[src/rtl/pc_branch_ctrl.sv]
// -----------------------------------------------------------------------------
// pc_branch_ctrl
//
// Program-counter and branch-resolution stage. Each cycle it takes the
// single-bit flag/flip values from the upstream register block, plus the
// decoded control strobes, and computes the next instruction address. A
// three-state FSM (IDLE / RUN / DONE) sequences program start, execution and
// halt. A saturating counter tracks retired instructions.
//
// Parameters
//   PC_W   program counter / instruction address width
//   OFF_W  signed (two's complement) branch offset width
//   CNT_W  retired-instruction counter width
//
// Ports
//   CLK          clock; all state changes on its rising edge
//   reset        synchronous, active-high; overrides every other input
//   start        single-cycle pulse; begin execution at start_addr (IDLE/DONE)
//   start_addr   entry address, sampled together with start
//   stall        hold pc, counter and state; ignore all strobes this cycle
//   halt         halt instruction -> DONE, pc stays on the halt instruction
//   jump         unconditional absolute jump to jump_target
//   jump_target  absolute jump address
//   branch       conditional relative branch by offset
//   offset       signed displacement relative to the current pc
//   flag         flag bit from the upstream register block
//   flip         inverts the branch sense when 1
//   pc           current instruction address
//   running      high while in RUN
//   done         high while in DONE
//   insn_count   retired-instruction count (saturating)
// -----------------------------------------------------------------------------
module pc_branch_ctrl #(
    parameter int PC_W  = 10,
    parameter int OFF_W = 8,
    parameter int CNT_W = 16
) (
    input  logic             CLK,
    input  logic             reset,
    input  logic             start,
    input  logic [PC_W-1:0]  start_addr,
    input  logic             stall,
    input  logic             halt,
    input  logic             jump,
    input  logic [PC_W-1:0]  jump_target,
    input  logic             branch,
    input  logic [OFF_W-1:0] offset,
    input  logic             flag,
    input  logic             flip,
    output logic [PC_W-1:0]  pc,
    output logic             running,
    output logic             done,
    output logic [CNT_W-1:0] insn_count
);

    typedef enum logic [1:0] {
        IDLE = 2'd0,
        RUN  = 2'd1,
        DONE = 2'd2
    } state_t;

    state_t state;

    logic [PC_W-1:0] off_ext;
    logic [PC_W-1:0] pc_inc;
    logic [PC_W-1:0] pc_rel;
    logic            taken;
    logic            cnt_sat;

    // Sign-extend the displacement to pc width; the add then wraps modulo
    // 2^PC_W naturally, which is the intended address-space behaviour.
    assign off_ext = PC_W'($signed(offset));
    assign pc_inc  = pc + PC_W'(1);
    assign pc_rel  = pc + off_ext;

    // flip selects branch-on-clear instead of branch-on-set.
    assign taken   = flag ^ flip;
    assign cnt_sat = &insn_count;

    always_ff @(posedge CLK) begin
        if (reset) begin
            state      <= IDLE;
            pc         <= '0;
            running    <= 1'b0;
            done       <= 1'b0;
            insn_count <= '0;
        end else begin
            case (state)
                IDLE, DONE: begin
                    // Only start is honoured outside RUN; pc and count hold.
                    if (start) begin
                        state      <= RUN;
                        pc         <= start_addr;
                        insn_count <= '0;
                        running    <= 1'b1;
                        done       <= 1'b0;
                    end
                end

                RUN: begin
                    // A stalled cycle changes nothing, halt included.
                    if (!stall) begin
                        // Every retired instruction counts, the halt too.
                        if (!cnt_sat)
                            insn_count <= insn_count + CNT_W'(1);

                        if (halt) begin
                            state   <= DONE;
                            running <= 1'b0;
                            done    <= 1'b1;
                        end else if (jump) begin
                            pc <= jump_target;
                        end else if (branch && taken) begin
                            pc <= pc_rel;
                        end else begin
                            pc <= pc_inc;
                        end
                    end
                end

                default: begin
                    state   <= IDLE;
                    running <= 1'b0;
                    done    <= 1'b0;
                end
            endcase
        end
    end

endmodule

[config.mk]
export PLATFORM = sky130hd
export DESIGN_NAME = pc_branch_ctrl
export DESIGN_NICKNAME = d
export VERILOG_FILES = /design/src/rtl/pc_branch_ctrl.sv
export SDC_FILE = /design/constraint.sdc
export NUM_CORES = 1
export LEC_CHECK = 0
export CORE_MARGIN = 3
export CORE_UTILIZATION = 60
export DETAILED_ROUTE_END_ITERATION = 8
export DONT_BUFFER_PORTS = 1
export GPL_ROUTABILITY_DRIVEN = 0
export GPL_TIMING_DRIVEN = 0
export PLACE_DENSITY = 0.76
export SLEW_MARGIN = 10
export SYNTH_ARGS = -nofsm -noshare
export SYNTH_HDL_FRONTEND = slang
export SYNTH_SLANG_ARGS = --single-unit
[constraint.sdc]
create_clock -name CLK -period 3.4 [get_ports CLK]
set_clock_uncertainty 0.15 [all_clocks]
set_input_delay 0.51 -clock CLK [delete_from_list [all_inputs] [get_ports CLK]]
set_output_delay 0.51 -clock CLK [all_outputs]
set_load 0.03 [all_outputs]
== Yosys cells after proc, flatten, opt, wreduce, memory -nomap -nowiden ==
Index checks and enable logic that the tools add are counted.

* Word-level logic and storage cells: 46
* Memory bits (writable): 0
* Memory bits (read-only): 0
* Register bits: 30
* Bits in latches: 0
* Memories kept: 0

* Muxes and demuxes: 22
* Bitwise logic cells: 1
* Multipliers: 0
* Shift-type cells: 0
* Order comparisons: 0
* Equal/unequal tests: 7
* Divide/modulo/power cells: 0
* Add/sub/neg operators: 3
* Reduce and logical (&&, ||, !) cells: 8

{| class="wikitable"
|+ Operator list
! kind !! number
|-
| $mux 10 || 5
|-
| $mux 16 || 3
|-
| $pmux 16 s2 || 1
|-
| $pmux 10 s2 || 1
|-
| $add 16x1->16 const B || 1
|-
| $reduce_and 16->1 || 1
|-
| $add 10x1->10 const B || 1
|-
| $add 10x10->10 || 1
|-
| $ne 2x2->1 const B || 5
|-
| $reduce_and 4->1 || 2
|-
| $mux 1 || 6
|-
| $mux 2 || 3
|-
| $pmux 1 s2 || 2
|-
| $pmux 2 s2 || 1
|-
| $reduce_and 3->1 || 1
|-
| $eq 2x1->1 const B || 1
|-
| $eq 2x2->1 const B || 1
|-
| $logic_not 2->1 || 1
|-
| $reduce_bool 2->1 || 1
|-
| $reduce_or 2->1 || 1
|-
| $logic_and 1x1->1 || 1
|-
| $xor 1x1->1 || 1
|}

== Logic depth before layout (Yosys ltp) ==
* Depth after elaboration: 7
* Gate-level depth with buffers: 10
* Depth with buffers taken out: 10

== Worst setup path before layout ==
Ideal clock, no wire load.

* Path type: input -> register
* Start: in flip
* End: reg pc[8]
* Setup time: 116 ps
* Data required time: 3134 ps
* Cell stages on the path: 10
* Data arrival time: 2512 ps
* Setup slack: 622 ps
* Cells stage by stage: xor2_1 -> nand3b_1 -> ha_1 -> fa_1 -> a21o_1 -> a21oi_1 -> o21ai_0 -> a31oi_1 -> xnor2_1 -> a31o_2

* Word-level cells in the longest chain between the ends: 7

{| class="wikitable"
|+ Ends and longest elaborated chain
! item !! RTL line !! source
|-
| start: declaration || 49 || <nowiki>input logic flip,</nowiki>
|-
| $xor 1x1->1 || 77 || <nowiki>assign taken = flag ^ flip;</nowiki>
|-
| $logic_and 1x1->1 || 113 || <nowiki>end else if (branch && taken) begin</nowiki>
|-
| $mux 10 || 113 ||
|-
| $mux 10 || 111 || <nowiki>end else if (jump) begin</nowiki>
|-
| $mux 10 || 107 || <nowiki>if (halt) begin</nowiki>
|-
| $mux 10 || 102 || <nowiki>if (!stall) begin</nowiki>
|-
| $pmux 10 s2 || 88 || <nowiki>case (state)</nowiki>
|-
| end signal: assignment || 93 || <nowiki>pc <= start_addr;</nowiki>
|-
| end signal: assignment || 112 || <nowiki>pc <= jump_target;</nowiki>
|-
| end signal: assignment || 114 || <nowiki>pc <= pc_rel;</nowiki>
|-
| end: declaration || 50 || <nowiki>output logic [PC_W-1:0] pc,</nowiki>
|}

No other way between the ends. The select of a mux whose other input is x is not followed.
A chain may end at the register's enable or synchronous reset.

== Worst setup path in the final report ==
Ends and elaborated chain as after synthesis.

==> reports/metrics.cfg <==
[setup_path]
crit_family = compound AO/OA/AOI/OAI gates
cp-start-kind = primary input
cp_max_fo = 8
reg2reg_depth = 8
crit_arrival_ps = 2810
cp_num_cells = 10
critPathBufInv = 0
path_cells = xor2_1 > nand3b_1 > ha_1 > fa_1 > a21o_1 > a21oi_1 > o21ai_0 > a31oi_1 > xnor2_1 > a31o_2
slowest_delay_ps = 410
cp-end-kind = register
path_class = primary input to register
crit_required_ps = 3470
critPathSlowestCell = fa_1

[synthesis]
synth-main-ff-cell = dfxtp_1
synth_top_area_frac = 0.304
async_flop_share = 0
netlist_instances = 230
ys_ff_latch = 29
yosysWarnings = 0
synth_nets = 278
yosysTopAreaCell = dfxtp_1
seq_area_frac_synth = 0.304
synth-edff-count = 0
syn_area_um2 = 1910
synth.area.top_cells = dfxtp_1 30%, ha_1 6.5%, xor2_1 6.4%, nor2_1 5.7%, a21oi_1 3.9%
avgSynthCellArea_um2 = 8.31
yosysUniqueCellTypes = 51

[global_route]
grt_max_degree = 11
antenna_found_initial = 0
grt_overflow = 0
grt_pass1_vias = 1752
grt_pass1_wl_um = 8020
grt_util_all_layers = 0.252

[route]
post_drt_wl_per_cell_um = 16.5
drtIter0Drc = 100
routed_wl_um = 4590
ant_nets = 0
vias_per_cell = 6.26
drt-pass1-iter-count = 4
vias = 1746
drc = 0

[placed_design]
hpwl_um = 3650
place_inst = 272
place.port_buffers = 0

[floorplanning]
dieHeight_um = 62.5
core_area_um2 = 2900
die_area_um2 = 3900
io_pins = 65
die_x_um = 62.5
start_util = 0.659
rows = 19

[timing]
slew-limit-headroom = 0.598
rsz0062_at_grt = no
fin_tns_setup_ps = 0
fin_crit_ps = 2740
hold_violations = 0
setup_viol = 0
finalCritPeriodShare = 0.806
slew_viol_final = 0
fmax_mhz = 365
tightestPinTransition_ps = 602

[min_path]
hold_path_depth = 2
hp-class = primary input to register

[power_and_ir_drop]
p_int_mw = 0.509
p_clk_frac = 0.286
powerDensity_nw_per_um2 = 369
p_leak_nw = 0.836
swShare = 0.317
pwr-share-seq = 0.529
ir_worst_vdd_uv = 238
combPwrFrac = 0.185
net-switching-power_mw = 0.236

[cts]
cts_max_path_buffers = 2
path_clk_slew_ps = 90
cts_resized = 0
hold_buffers = 0
insertion_delay_ps = 320
root_buffer = clkbuf_4
cts_htree_levels = 2
post_cts_buffers = 0
cts_tree = yes
cts_buffers = 5
cts.sink_count = 29

[final_layout]
antennaDiodeCount = 0
instances_no_fill = 279
drive_gt1_frac = 0.0844
num-fill-cells = 268
syn2layout_area_growth_pct = 5.63
final_nets = 285
final_util = 0.696

[run_status]
status = completed

[flow_run]
max_cap_violations = 0

[power by group through the flow]
| stage | Sequential (mW) | Combinational, mW | Clock, mW |
|---|---|---|---|
| after floorplan | 0.397 | 0.112 | 0 |
| after global placement | 0.401 | 0.131 | 0 |
| after detailed placement | 0.402 | 0.137 | 0 |
| after CTS | 0.394 | 0.138 | 0.215 |
| after global routing | 0.396 | 0.158 | 0.235 |
| final | 0.394 | 0.138 | 0.213 |
[path summary, 6_finish.rpt]
check	endpoint	slack, ps	start
min reg2reg	pc[0]$_SDFFE_PP0P_	500	pc[0]$_SDFFE_PP0P_
min	pc[2]$_SDFFE_PP0P_	190	start_addr[2]
max reg2reg	pc[8]$_SDFFE_PP0P_	900	pc[0]$_SDFFE_PP0P_
max	pc[8]$_SDFFE_PP0P_	660	flip
[metrics by stage]
stage / setup WS (ps) / hold WS, ps / instance area (µm²) / power, mW
CTS: 660 / 176 / 2020 / 0.747
finish: 660 / 187 / 2020 / 0.745
detailed placement: 337 / 479 / 1960 / 0.540
floorplan: 622 / 413 / 1910 / 0.509
global route: 354 / 199 / 2020 / 0.789
global placement: 397 / 442 / 1960 / 0.532
[layout make-up]
| class | count | area (µm²) | share of cell area |
|---|---|---|---|
| well taps | 42 | 52.6 | 0.0260 |
| flip-flops and latches | 29 | 581 | 0.287 |
| multi-input cells | 187 | 1260 | 0.626 |
| inverters | 3 | 11.3 | 0.00558 |
| clock buffers | 7 | 55.1 | 0.0273 |
| plain buffers | 11 | 55.1 | 0.0273 |
[synthesized netlist by cell type (2+ instances only)]
| master | n |
|---|---|
| a21o_1 | 4 |
| a21oi_1 | 15 |
| a221oi_1 | 3 |
| a311oi_1 | 3 |
| a31oi_1 | 4 |
| and3_1 | 8 |
| and4_1 | 2 |
| buf_2 | 2 |
| clkbuf_1 | 7 |
| dfxtp_1 | 29 |
| ha_1 | 10 |
| inv_1 | 3 |
| mux2i_1 | 3 |
| nand2_1 | 18 |
| nand2b_1 | 2 |
| nand3_1 | 9 |
| nand4_1 | 5 |
| nor2_1 | 29 |
| nor2b_1 | 4 |
| nor3_1 | 2 |
| o2111ai_1 | 2 |
| o211ai_1 | 2 |
| o21ai_0 | 13 |
| o21bai_1 | 2 |
| o22a_1 | 2 |
| or2_1 | 2 |
| or3_1 | 3 |
| xnor2_1 | 6 |
| xor2_1 | 14 |
[layout by cell type, fill, tap and decap left out, drive strengths merged, types with 2 or more instances in the layout]
cell / synthesis / final
nor2: 30 / 30
dfxtp: 29 / 29
or3: 3 / 3
a311oi: 3 / 3
o21bai: 3 / 3
a221oi: 3 / 3
nor3: 2 / 2
nand2b: 2 / 2
o21ai: 13 / 13
nand3: 9 / 9
nand2: 18 / 18
a31oi: 4 / 4
xor2: 14 / 14
and3: 9 / 9
a21o: 4 / 4
or2: 3 / 3
clkbuf: 7 / 14
and4: 2 / 2
inv: 3 / 3
o211ai: 3 / 3
a21oi: 16 / 16
ha: 10 / 10
buf: 4 / 4
o2111ai: 2 / 2
mux2i: 3 / 3
o22a: 2 / 2
xnor2: 6 / 6
nand4: 6 / 6
nor2b: 4 / 4
[routing by layer]
metal,vias up,global-route usage,wire (µm)
met4,0,0.0882,40
li1,855,-,-
met5,-,0,0
met3,4,0.0791,350
met2,63,0.414,2160
met1,824,0.309,2050
[cells by family after synthesis]
kind of cell / after synthesis / share of synthesized area
buffers and inverters: 14 / 0.0347
multiplexers: 3 / 0.0157
adder cells (fa/ha/maj): 11 / 0.0759
AND/OR/NAND/NOR: 94 / 0.266
flip-flops: 29 / 0.304
AO/OA/AOI/OAI: 59 / 0.212
XOR/XNOR: 20 / 0.0916
[registers in the layout, summed over array words and instances (netlist names)]
name        count
running         1
done            1
insn_count     16
state           1
pc             10
No activity file was read; power rests on OpenSTA's default activity.
